===== src/rtl/div_signed_seq_pkg.sv =====
// Shared definitions for the sequential signed divider: default sizes,
// FSM state encoding and two's-complement magnitude/negate helpers.
package div_signed_seq_pkg;

   localparam int DIV_N  = 8;
   localparam int DIV_CW = 3;

   typedef enum logic [1:0] {
      IDLE = 2'd0,
      CALC = 2'd1,
      FIX  = 2'd2
   } state_t;

   // Magnitude of a sign-extended 64-bit value; caller truncates to its width.
   function automatic logic [63:0] abs_w(input logic [63:0] x);
      return x[63] ? (~x + 64'd1) : x;
   endfunction

   // Two's-complement negate; caller truncates to its width.
   function automatic logic [63:0] neg_w(input logic [63:0] x);
      return ~x + 64'd1;
   endfunction

endpackage


===== src/rtl/div_signed_seq_if.sv =====
// Start/busy/ready handshake and operand/result bus of the signed divider.
interface div_signed_seq_if
   import div_signed_seq_pkg::*;
#(
   parameter int N = DIV_N
);
   logic           start;
   logic [2*N-1:0] a;
   logic [N-1:0]   b;
   logic [N-1:0]   q;
   logic [N-1:0]   r;
   logic           busy;
   logic           ready;
   logic           ovf;
   logic           dz;

   modport master (output start, a, b, input q, r, busy, ready, ovf, dz);
   modport slave  (input start, a, b, output q, r, busy, ready, ovf, dz);
endinterface


===== src/rtl/div_signed_seq_step.sv =====
// One combinational restoring-division step on unsigned magnitudes:
// shift {rem,quo} left, trial-subtract the divisor, keep or restore.
module div_step_u
   import div_signed_seq_pkg::*;
#(
   parameter int N = DIV_N
) (
   input  logic [N-1:0] rem_i,
   input  logic [N-1:0] quo_i,
   input  logic [N-1:0] div_i,
   output logic [N-1:0] rem_o,
   output logic [N-1:0] quo_o
);
   logic [N:0] sh;
   logic [N:0] trial;

   // Trial subtraction in N+1 bits; bit N set means the divisor did not fit.
   always_comb begin
      sh    = {rem_i, quo_i[N-1]};
      trial = sh - {1'b0, div_i};
      if (trial[N]) rem_o = sh[N-1:0];
      else          rem_o = trial[N-1:0];
      quo_o = {quo_i[N-2:0], ~trial[N]};
   end
endmodule


===== src/rtl/div_signed_seq.sv =====
// Sequential 2N/N signed divider: magnitudes are divided one quotient bit
// per clock with a restoring step, then signs are applied in a FIX cycle.
module div_signed_seq
   import div_signed_seq_pkg::*;
#(
   parameter int N  = DIV_N,
   parameter int CW = DIV_CW
) (
   input  logic             clk,
   input  logic             clrn,
   div_signed_seq_if.slave  bus
);
   localparam logic [N-1:0] Q_POS = {1'b0, {(N-1){1'b1}}};
   localparam logic [N-1:0] Q_NEG = {1'b1, {(N-1){1'b0}}};

   state_t         state_q;
   logic [CW-1:0]  cnt_q;
   logic [N-1:0]   rem_q, quo_q, dvs_q;
   logic           sq_q, sr_q, dzl_q, pre_q;
   logic [N-1:0]   q_q, r_q;
   logic           busy_q, ready_q, ovf_q, dz_q;

   logic [2*N-1:0] abs_a_d;
   logic [N-1:0]   abs_b_d;
   logic [N-1:0]   rem_d, quo_d;
   logic [N-1:0]   q_d, r_d;
   logic           ovf_d;

   div_step_u #(.N(N)) u_step (
      .rem_i (rem_q),
      .quo_i (quo_q),
      .div_i (dvs_q),
      .rem_o (rem_d),
      .quo_o (quo_d)
   );

   // Operand magnitudes; the most negative values still fit unsigned.
   always_comb begin
      abs_a_d = (2*N)'(abs_w(64'(signed'(bus.a))));
      abs_b_d = N'(abs_w(64'(signed'(bus.b))));
   end

   // Sign fix-up and overflow detection on the finished magnitudes.
   always_comb begin
      ovf_d = dzl_q | pre_q | (~sq_q & (quo_q > Q_POS)) | (sq_q & (quo_q > Q_NEG));
      q_d   = sq_q ? N'(neg_w(64'(quo_q))) : quo_q;
      r_d   = sr_q ? N'(neg_w(64'(rem_q))) : rem_q;
      if (ovf_d) begin
         q_d = '0;
         r_d = '0;
      end
   end

   // FSM with datapath and registered outputs.
   always_ff @(posedge clk or negedge clrn) begin
      if (!clrn) begin
         state_q <= IDLE;
         cnt_q   <= '0;
         rem_q   <= '0;
         quo_q   <= '0;
         dvs_q   <= '0;
         sq_q    <= 1'b0;
         sr_q    <= 1'b0;
         dzl_q   <= 1'b0;
         pre_q   <= 1'b0;
         q_q     <= '0;
         r_q     <= '0;
         busy_q  <= 1'b0;
         ready_q <= 1'b0;
         ovf_q   <= 1'b0;
         dz_q    <= 1'b0;
      end else begin
         ready_q <= 1'b0;
         case (state_q)
            IDLE: begin
               if (bus.start) begin
                  rem_q   <= abs_a_d[2*N-1:N];
                  quo_q   <= abs_a_d[N-1:0];
                  dvs_q   <= abs_b_d;
                  sq_q    <= bus.a[2*N-1] ^ bus.b[N-1];
                  sr_q    <= bus.a[2*N-1];
                  dzl_q   <= (bus.b == '0);
                  pre_q   <= (abs_a_d[2*N-1:N] >= abs_b_d);
                  cnt_q   <= '0;
                  busy_q  <= 1'b1;
                  state_q <= CALC;
               end
            end
            CALC: begin
               rem_q <= rem_d;
               quo_q <= quo_d;
               cnt_q <= cnt_q + 1'b1;
               if (cnt_q == CW'(N-1)) state_q <= FIX;
            end
            FIX: begin
               q_q     <= q_d;
               r_q     <= r_d;
               ovf_q   <= ovf_d;
               dz_q    <= dzl_q;
               ready_q <= 1'b1;
               busy_q  <= 1'b0;
               state_q <= IDLE;
            end
            default: state_q <= IDLE;
         endcase
      end
   end

   assign bus.q     = q_q;
   assign bus.r     = r_q;
   assign bus.busy  = busy_q;
   assign bus.ready = ready_q;
   assign bus.ovf   = ovf_q;
   assign bus.dz    = dz_q;
endmodule


===== src/flat_wrapper.sv =====
// flat-port wrapper written by rule: the top's interface ports become plain ports
module div_signed_seq_flat import div_signed_seq_pkg::*;
#(
   parameter int N  = DIV_N,
   parameter int CW = DIV_CW
)
  (clk, clrn, bus_start, bus_a, bus_b, bus_q, bus_r, bus_busy, bus_ready, bus_ovf, bus_dz);
  div_signed_seq_if #(.N(N)) bus_i ();
  input  logic clk;
  input  logic clrn;
  input wire logic [$bits(bus_i.start)-1:0] bus_start;
  input wire logic [$bits(bus_i.a)-1:0] bus_a;
  input wire logic [$bits(bus_i.b)-1:0] bus_b;
  output wire logic [$bits(bus_i.q)-1:0] bus_q;
  output wire logic [$bits(bus_i.r)-1:0] bus_r;
  output wire logic [$bits(bus_i.busy)-1:0] bus_busy;
  output wire logic [$bits(bus_i.ready)-1:0] bus_ready;
  output wire logic [$bits(bus_i.ovf)-1:0] bus_ovf;
  output wire logic [$bits(bus_i.dz)-1:0] bus_dz;
  assign bus_i.start = bus_start;
  assign bus_i.a = bus_a;
  assign bus_i.b = bus_b;
  assign bus_q = bus_i.q;
  assign bus_r = bus_i.r;
  assign bus_busy = bus_i.busy;
  assign bus_ready = bus_i.ready;
  assign bus_ovf = bus_i.ovf;
  assign bus_dz = bus_i.dz;
  div_signed_seq #(.N(N), .CW(CW)) u_core (.clk(clk), .clrn(clrn), .bus(bus_i));
endmodule

===== config.mk =====
export PLATFORM = sky130hd
export DESIGN_NAME = div_signed_seq_flat
export DESIGN_NICKNAME = d
export VERILOG_FILES = /design/src/rtl/div_signed_seq_pkg.sv /design/src/rtl/div_signed_seq_if.sv /design/src/rtl/div_signed_seq_step.sv /design/src/rtl/div_signed_seq.sv /design/src/flat_wrapper.sv
export SDC_FILE = /design/constraint.sdc
export NUM_CORES = 1
export LEC_CHECK = 0
export ABC_CLOCK_PERIOD_IN_PS = 2890
export CORE_ASPECT_RATIO = 1.25
export CORE_MARGIN = 5
export CORE_UTILIZATION = 30
export CTS_BUF_LIST = sky130_fd_sc_hd__clkbuf_2
export CTS_CLUSTER_DIAMETER = 150
export CTS_CLUSTER_SIZE = 40
export DETAILED_ROUTE_END_ITERATION = 10
export SYNTH_ARGS = -nofsm -noshare
export SYNTH_HDL_FRONTEND = slang
export SYNTH_SLANG_ARGS = --single-unit

===== constraint.sdc =====
create_clock -name clk -period 2.89 [get_ports clk]
set_input_delay 0.7225 -clock clk [delete_from_list [all_inputs] [get_ports clk]]
set_output_delay 0.7225 -clock clk [all_outputs]
set_load 0.005 [all_outputs]

==> key figures <==
Timing
  – Endpoints failing hold: 0
  – Finish-stage setup viols: 0
  – Slew HR: 54.51%
  – Fin Clk Skew: roughly 0.015 ns
  – Fin. max-slew vios: 0
  – Fin crit share: 98.58%
  – Tmin final: 2.849 ns
  – RSZ-0062 raised after global routing: no
  – Fmax: 0.3510 GHz
  – Worst slew pin tran: approximately 0.68 ns

Min path
  – Hold Path Class: in -> async

Synth
  – Post-Synthesis Cells: 365
  – Mapped Nets: about 420
  – Post-synth top area cell: dfrtp_1
  – Register area share after synthesis: 39.19%
  – Synth cell count leaders: 60 x nand2_1, 53 x dfrtp_1, 39 x o21ai_0
  – Most numerous cell in the Yosys netlist: nand2_1
  – Syn Std Cell Area: 3384 um2
  – Post-Syn Area per Cell: 9.273 um2
  – Yosys warning count: 0
  – Count of cell types in the netlist: 49
  – Yosys reg bits: 53
  – Post-synth EDFFs: 0
  – Top cells by area, synth: dfrtp_1 39%, ha_1 8.1%, nand2_1 6.7%, o21ai_0 5.8%, xor2_1 4.9%
  – Post-synth ARST share: 100.0%
  – Top_reg_cell synth: dfrtp_1
  – Top cell type's share of synthesized area: 39.19%

Floorplan
  – Die H: between 100 and 150 um
  – FP Rows: 43
  – Die W: approximately 110 um
  – Initial core utilization: a little under a third
  – I/O Pins: 47
  – Total die area: 13520 um2
  – Core Box Area: 11080 um2

Clocking
  – Hold-fix buffers at CTS: 0
  – Worst skew pair latency: 0.46 ns
  – Num CTS Buffers: 5
  – H-tree Lvls: 2
  – Clk root buf: clkbuf_2
  – CTS tree: done
  – Clk sink count: 53
  – Clock Pin Slew Worst Setup and Hold Paths: 0.28 ns
  – Clock Tree Buf Depth: 2

Worst setup path
  – Worst Path Arrival: about 3.2 ns
  – CP startpoint: bus_a[6]
  – R2R Path Start: u_core.dvs_q[0]
  – Worst r2r path cells: 8
  – CP Class: in -> reg
  – CP Launch Type: primary input
  – Capture point of the worst path: u_core.pre_q
  – Crit. End Element: flip-flop
  – R2R Path End: u_core.rem_q[3]
  – Worst endpoint required time: between 3 and 4 ns
  – Max FO, Critical Path: 2
  – R2R setup slack: around 0.19 ns

Global routing
  – Initial antenna violation count: 0
  – GRT Residual Overflow: 0
  – Vias in the first global route: between 2000 and 3000
  – Gr usage total: about an eighth
  – Pin count of the biggest net entering global routing: 54
  – First-pass GRT wire length: around 14 mm

Route
  – Drc violations: 0
  – Remaining antenna violation count after routing: 0
  – Via density: 4.958
  – DR vias: 2935
  – WL/cell: around 14 um
  – Drt first pass iters: 4
  – Drt total wl: 8.377 mm
  – 1st-iter DRT viols: approximately 160

Placement
  – Placer Congestion: about 0.86
  – PortBufs: 46
  – DP HPWL: 6.588 mm
  – DP Cell Count: 581

Outcome
  – Outcome: finished, final reports clean

Power and ir drop
  – Psw: roughly 1.7 mW
  – VDD IR max: around 0.31 mV
  – Pwr per Cell Area: about 910 nW/um2
  – Pleak: ~2 nW
  – Overall Power: a little over 4 mW
  – Clock share of power: roughly 8%
  – Internal Pwr Total: roughly 2.3 mW
  – Switching Share: a little over two fifths
  – Sequential Power Share: 33.8%
  – Gate power share: approximately three fifths

Finish
  – ANT cells: 0
  – Area Overhead vs Synth: 30.31%
  – # nets final: 506
  – Cell Count, Final, Fillers Out: ~590
  – Layout cell share with drive strength beyond 1: around 17%

Flow run
  – Number of max-cap violations: 0
==> state kept, by name (all words and copies together) (netlist names) <==
name and cells:
u_core.cnt_q 3, u_core.bus.ready 1, u_core.sr_q 1, u_core.state_q 2
u_core.bus.r 8, u_core.bus.dz 1, u_core.bus.busy 1, u_core.dzl_q 1
u_core.sq_q 1, u_core.bus.q 8, u_core.bus.ovf 1, u_core.pre_q 1
u_core.quo_q 8, u_core.rem_q 8, u_core.dvs_q 8
==> metrics by stage <==
step | area, um2 | TNS, ns | util, % | worst slack [ns] | hold WS [ns]
2_1_floorplan | 3385 | -0.07779 | - | -0.07779 | 0.4269
3_3_place_gp | 4310 | -1.197 | 38.89 | -0.6290 | 0.4622
3_5_place_dp | 4310 | -1.307 | 38.89 | -0.6572 | 0.4703
4_1_cts | 4385 | 0 | 39.57 | 0.02189 | 0.3265
5_1_grt | 4410 | 0 | 39.79 | 0.02731 | 0.3373
6_report | 4410 | 0 | 39.79 | 0.04104 | 0.3284
==> per-layer routing <==
metal,vias up,part of all wire (%),GRT usage (%)
met5,-,0,0
met4,0,0.97,3.461
met3,6,2.9,2.007
met2,44,50,22.39
met1,1407,46,15.74
li1,1478,-,-
==> logic make-up (layout without fill, tap and decap cells) <==
family,after synthesis,count (layout),synth area share (%)
xor gates and xnor gates,38,38,10.06
buffers and inverters,33,125,4.066
AOI/OAI and AO/OA,103,103,20.41
and+or+nand+nor,105,105,14.49
DFF,53,53,39.19
muxes,10,10,3.068
adders and majority gates,23,23,8.724
==> worst min-delay path by stage <==
stage	to	depth (start not counted)
finish	u_core.bus.q[3]	2
CTS	u_core.bus.q[3]	2
floorplan	u_core.bus.busy	0
detailed placement	u_core.dvs_q[2]	2
global route	u_core.bus.q[3]	2
global placement	u_core.dvs_q[3]	2
==> layout make-up <==
type                       count  area, um2
multi-input combinational    279       1953
inverter                      19      71.32
tap                          135      168.9
clock inverter                 3      21.27
sequential                    53       1326
timing repair buffer          98      844.6
fill                        1136       6673
clock buffer                   5      25.02
==> worst max-delay path, cell delays in order <==
cell and delay [ns]:
clkdlybuf4s50_1 0.42, or4_4 0.42, or3_4 0.36, o31ai_4 0.23, xnor2_2 0.16, ha_1 0.27
a21o_1 0.18, a211oi_2 0.20, o21ai_1 0.09, a22o_1 0.18
==> timing repair <==
action / 4_1_cts / 5_1_grt
resized for setup: 11 / 3
endpoints found under the setup margin: 1 / 1
setup buffers: 1 / 2
pin swaps: 7 / 6
==> power groups by stage <==
stage                     clock [mW]  combinational (mW)  sequential, mW
after floorplan                    0                1.72            1.26
after global placement             0                2.30            1.36
after detailed placement           0                2.36            1.37
after CTS                      0.330                2.38            1.36
after global routing           0.359                2.64            1.40
final                          0.315                2.35            1.36
==> cell usage in the layout (no fill, tap or decap), types with 6 or more instances in the layout <==
cell and n:
a21oi_1 12, a22oi_1 7, buf_4 52, clkdlybuf4s50_1 38, dfrtp_1 53, ha_1 22, inv_1 19, mux2i_1 7
nand2_1 59, nor2_1 10, nor2b_1 6, o21ai_0 38, o22ai_1 7, o31ai_1 6, or3_1 6, xnor2_1 17
xor2_1 19
Note: power is estimated with default switching activity, not from simulation.
